<file path="src/rtl/y_frame_deserializer.sv">
// y_frame_deserializer: reassembles the 82-bit y bus from CHUNK_W-bit valid/ready chunks, splits its fields and flags invariant/framing errors
// Ports: clk, rst (async, active-high); in_valid/in_ready/in_data/in_last chunk stream (LSB-first);
//        out_valid/out_ready frame handshake; frame_word y[81:0]; f_w9..f_w5 packed fields;
//        inv_err structural invariant violation; frame_err misplaced or missing in_last.
module y_frame_deserializer #(
  parameter int CHUNK_W = 8
) (
  input  logic               clk,
  input  logic               rst,
  input  logic               in_valid,
  output logic               in_ready,
  input  logic [CHUNK_W-1:0] in_data,
  input  logic               in_last,
  output logic               out_valid,
  input  logic               out_ready,
  output logic [81:0]        frame_word,
  output logic [17:0]        f_w9,
  output logic [10:0]        f_w8,
  output logic [17:0]        f_w7,
  output logic [21:0]        f_w6,
  output logic [11:0]        f_w5,
  output logic               inv_err,
  output logic               frame_err
);
  localparam int NCHUNK = (82 + CHUNK_W - 1) / CHUNK_W;
  localparam int CW = $clog2(NCHUNK + 1);
  localparam int W = NCHUNK * CHUNK_W;
  typedef enum logic [1:0] {IDLE, COLLECT, HOLD} state_t;
  state_t state, state_d;
  logic [CW-1:0] cnt;
  logic [81:0] acc;
  logic [81:0] placed;
  logic take, last_idx, close;
  assign in_ready = state != HOLD;
  assign out_valid = state == HOLD;
  assign take = in_valid && in_ready;
  assign last_idx = cnt == CW'(NCHUNK - 1);
  assign close = take && (last_idx || in_last);
  // pad bits shifted above y[81] fall off in the truncation
  assign placed = 82'(W'(in_data) << (32'(cnt) * CHUNK_W));
  always_comb begin
    state_d = state;
    if (state == HOLD) state_d = out_ready ? IDLE : HOLD;
    else state_d = close ? HOLD : take ? COLLECT : state;
  end
  always_ff @(posedge clk or posedge rst)
    if (rst) state <= IDLE;
    else state <= state_d;
  // acc is cleared on close so an early in_last leaves unreceived bits at 0
  always_ff @(posedge clk or posedge rst)
    if (rst) begin
      cnt <= '0;
      acc <= '0;
      frame_word <= '0;
      frame_err <= 1'b0;
    end else if (close) begin
      cnt <= '0;
      acc <= '0;
      frame_word <= acc | placed;
      frame_err <= in_last ^ last_idx;
    end else if (take) begin
      cnt <= cnt + 1'b1;
      acc <= acc | placed;
    end
  assign f_w9 = frame_word[81:64];
  assign f_w8 = frame_word[63:53];
  assign f_w7 = frame_word[52:35];
  assign f_w6 = frame_word[34:13];
  assign f_w5 = frame_word[12:1];
  assign inv_err = out_valid && (frame_word[0] || (f_w5[11:5] != '0) ||
                   (f_w8 != {10'b0, f_w5 == '0}) || (f_w9 != {16'b0, f_w5[4:3]}) ||
                   ((f_w7 != {16'b0, f_w5[3:2]}) && (f_w7 != {17'b0, f_w5[3]})));
endmodule

</file>
<file path="config.mk">
export PLATFORM = sky130hd
export DESIGN_NAME = y_frame_deserializer
export DESIGN_NICKNAME = d
export VERILOG_FILES = /design/src/rtl/y_frame_deserializer.sv
export SDC_FILE = /design/constraint.sdc
export NUM_CORES = 1
export LEC_CHECK = 0
export ABC_AREA = 1
export BUFFER_PORTS_ARGS = -buffer_cell sky130_fd_sc_hd__buf_4
export CELL_PAD_IN_SITES_DETAIL_PLACEMENT = 1
export CELL_PAD_IN_SITES_GLOBAL_PLACEMENT = 1
export CORE_MARGIN = 4
export CORE_UTILIZATION = 30
export DETAILED_ROUTE_END_ITERATION = 10
export PLACE_DENSITY = 0.6
export SLEW_MARGIN = 20
export SYNTH_ARGS = -nofsm -noshare
export SYNTH_HDL_FRONTEND = slang
export SYNTH_SLANG_ARGS = --single-unit
export TNS_END_PERCENT = 10
</file>
<file path="constraint.sdc">
create_clock -name clk -period 11.44 [get_ports clk]
set_input_delay 0 -clock clk [delete_from_list [all_inputs] [get_ports clk]]
set_output_delay 0 -clock clk [all_outputs]
set_load 0.01 [all_outputs]
</file>
==> key figures <==
Final layout
  • Reg area: roughly 4300 µm²
  • Antenna Cells: 0
  • Fin nets: roughly 1200
  • Final core utilization: 35.6%
  • Multi-input gate area: just under 3000 µm²
  • Most common cell after layout, fill and taps aside: nand2_1
  • Area growth syn-to-layout: 17.4%
  • Filler cells: around 3400
  • Most frequent cells in the layout: 301 x nand2_1, 183 x buf_4, 171 x dfrtp_1
  • Share of cells above drive strength 1: between 20% and 30%

Timing
  • RSZ-0062 raised after global routing: false
  • Setup slack after layout: a little over 7000 ps
  • Setup violators final: 0
  • Worst Tran Pin Value: between 1000 and 1500 ps
  • Clk_skew: 12.1 ps
  • Tmin final: about 4200 ps
  • Max-slew headroom: between 20 and 30%
  • Max Freq: around 0.24 GHz
  • Slew Viols, Final: 0
  • Fin crit share: 36.8%
  • Setup TNS: 0 ps
  • Fin. Hold Viols: 0

Clocking
  • H-tree depth: 4
  • Max Buffers Root-to-Sink: 2
  • CTS tree: yes
  • Root Buffer: clkbuf_16
  • CTS Hold Bufs: 5
  • Clock Latency Late Sink: 440 ps
  • Sink Count: between 150 and 200
  • Post-CTS Resized: 0
  • Post-CTS setup buffers: 0
  • Clk slew on worst S/H paths: ~70 ps
  • Total CTS buffers: 17

Place
  • RD Place Congestion: around 0.77
  • HPWL after DPL: ~18000 µm
  • Place WS: just over 7000 ps
  • PortBufs: between 150 and 200

Synth
  • Syn. warnings: 0
  • Prevailing post-synth register cell: dfrtp_1
  • Register area share after synthesis: about half
  • Syn nets: around 1100
  • Synthesis-stage register bit count: roughly 170
  • Cells after Synth: approximately 1100
  • Synth cell types: 33
  • Post-Syn Area: roughly 8700 µm²
  • Post-synth EDFFs: 0
  • Async set or reset register ratio after synthesis: 100%
  • Avg Inst Size Synth: between 8 and 9 µm²

Power
  • Total power: 0.00177 W
  • Clock network power share: between 30% and 40%
  • Power Density: ~170 nW/µm²
  • Switching Power: between 0.0006 and 0.0007 W
  • Cell-internal power: ~0.0011 W
  • VDD IR max: ~0.088 mV
  • Sw Share: 35.6%
  • Seq pwr share: slightly above 40%
  • Gate power share: a little over a quarter
  • P_leak: between 5 and 6 nW

Routing
  • Vias/cell: 4.55
  • DRT antenna net count: 0
  • Wire per inst: approximately 17 µm
  • Detailed Route Iter0 Violations: 430
  • Residual DRC: 0
  • Via count: a little over 7000
  • DRT Pass-1 Iters: 5
  • Final WL: around 26000 µm

Setup path
  • Crit end category: register
  • Worst setup path class: reg -> reg
  • Worst setup SP type: register
  • CP Max Fanout: 84
  • Critical path arrival: 4570 ps
  • Worst EP required: between 10000 and 15000 ps

Global route
  • Initial antenna violation count: 0
  • Total track usage: approximately 17%
  • Largest net degree at the start of global routing: 110
  • First-pass GRT wire length: 40900 µm
  • Vias in the first global route: ~7100
  • Congestion Overflow GR: 0

Hold path
  • Worst Hold Class: in -> reg

Run status
  • Status: completed

Floorplan
  • Starting density of the core: 30.3%
  • Height of the die: about 180 µm
  • Site Rows: slightly above 60
  • I/O pins: between 150 and 200
  • Core area: 28600 µm²
  • Die area: around 32000 µm²
  • Die Span X: about 180 µm

Flow run
  • Max-Cap Viols: 0
## worst paths after layout
path,startpoint,end,slack (ps),depth (start not counted)
min in group asynchronous,rst,frame_word[13],270,3
setup / recovery,cnt[0],acc[48],7230,11
hold / removal,in_data[4],frame_word[20],30,5
setup reg to reg,cnt[0],acc[48],7230,11
hold reg to reg,frame_err,frame_err,490,2
max in group asynchronous,rst,acc[36],9780,4
## per-stage QoR
step | hold WS (ps) | instance area (µm²) | cells
after global placement | 224 | 9590 | 1513
after detailed placement | 221 | 9590 | 1513
after global routing | 61.5 | 10200 | 1550
after floorplan | 96.4 | 8680 | 1079
final | 30.5 | 10200 | 1550
after CTS | 19.8 | 10200 | 1550
## state kept, by name (all words and copies together) (netlist names)
signal / flops
acc: 82
state: 2
frame_word: 82
frame_err: 1
cnt: 4
## synthesized netlist by cell type (3+ instances only)
library cell	number	area share (%)
clkbuf_1	7	0.30
nand2_1	301	13
dfrtp_1	171	49
o21ai_0	90	5.2
nor3_1	5	0.29
inv_2	5	0.22
ha_1	3	0.43
buf_6	10	1.3
nand3_1	33	1.9
nand2_4	4	0.52
o31ai_2	4	0.58
buf_4	91	7.9
a21oi_1	16	0.92
nor2_1	82	3.5
inv_1	138	6.0
o31ai_1	4	0.35
o21ai_2	7	0.71
o21ai_1	63	3.6
nor3_4	7	1.3
clkbuf_2	4	0.23
buf_2	19	1.1
## critical path: stages (launching register included)
cell and delay, ps:
dfrtp_1 970, inv_2 190, ha_1 290, nand3_1 90, ha_1 160, buf_4 260, nor2_4 60, buf_4 400
inv_2 660, buf_4 670, o21ai_0 190, a21oi_1 160
## per-layer routing
| layer | track usage (%) | vias up | share of wire, % |
|---|---|---|---|
| met5 | 0 | - | 0 |
| met4 | 4.42 | 0 | 1.4 |
| met3 | 2.76 | 22 | 3.9 |
| met2 | 26.6 | 138 | 47 |
| met1 | 23.6 | 3484 | 48 |
| li1 | - | 3404 | - |
## power by group through the flow
stage,clock (W),sequential (W),combinational (W)
3_3_place_gp,0,0.000740,0.000480
5_1_grt,0.000599,0.000742,0.000534
2_1_floorplan,0,0.000728,0.000336
6_report,0.000558,0.000730,0.000481
3_5_place_dp,0,0.000742,0.000487
4_1_cts,0.000574,0.000732,0.000491
## area by class of cell
type / count / share of cell area, %
multi-input combinational: 630 / 28.4
timing repair buffer: 188 / 14.0
clock inverter: 11 / 0.871
tap: 384 / 4.71
sequential: 171 / 42.0
clock buffer: 21 / 4.61
inverter: 145 / 5.46
## logic make-up (layout without fill, tap and decap cells)
logic type / Yosys count / count (layout) / synth area share [%]
AND/OR/NAND/NOR: 440 / 440 / 21.3
buffers and inverters: 278 / 365 / 17.3
adder cells (fa/ha/maj): 3 / 3 / 0.432
AO/OA/AOI/OAI: 187 / 187 / 11.6
flip-flops: 171 / 171 / 49.3
Power figures use the tool's default switching activity.
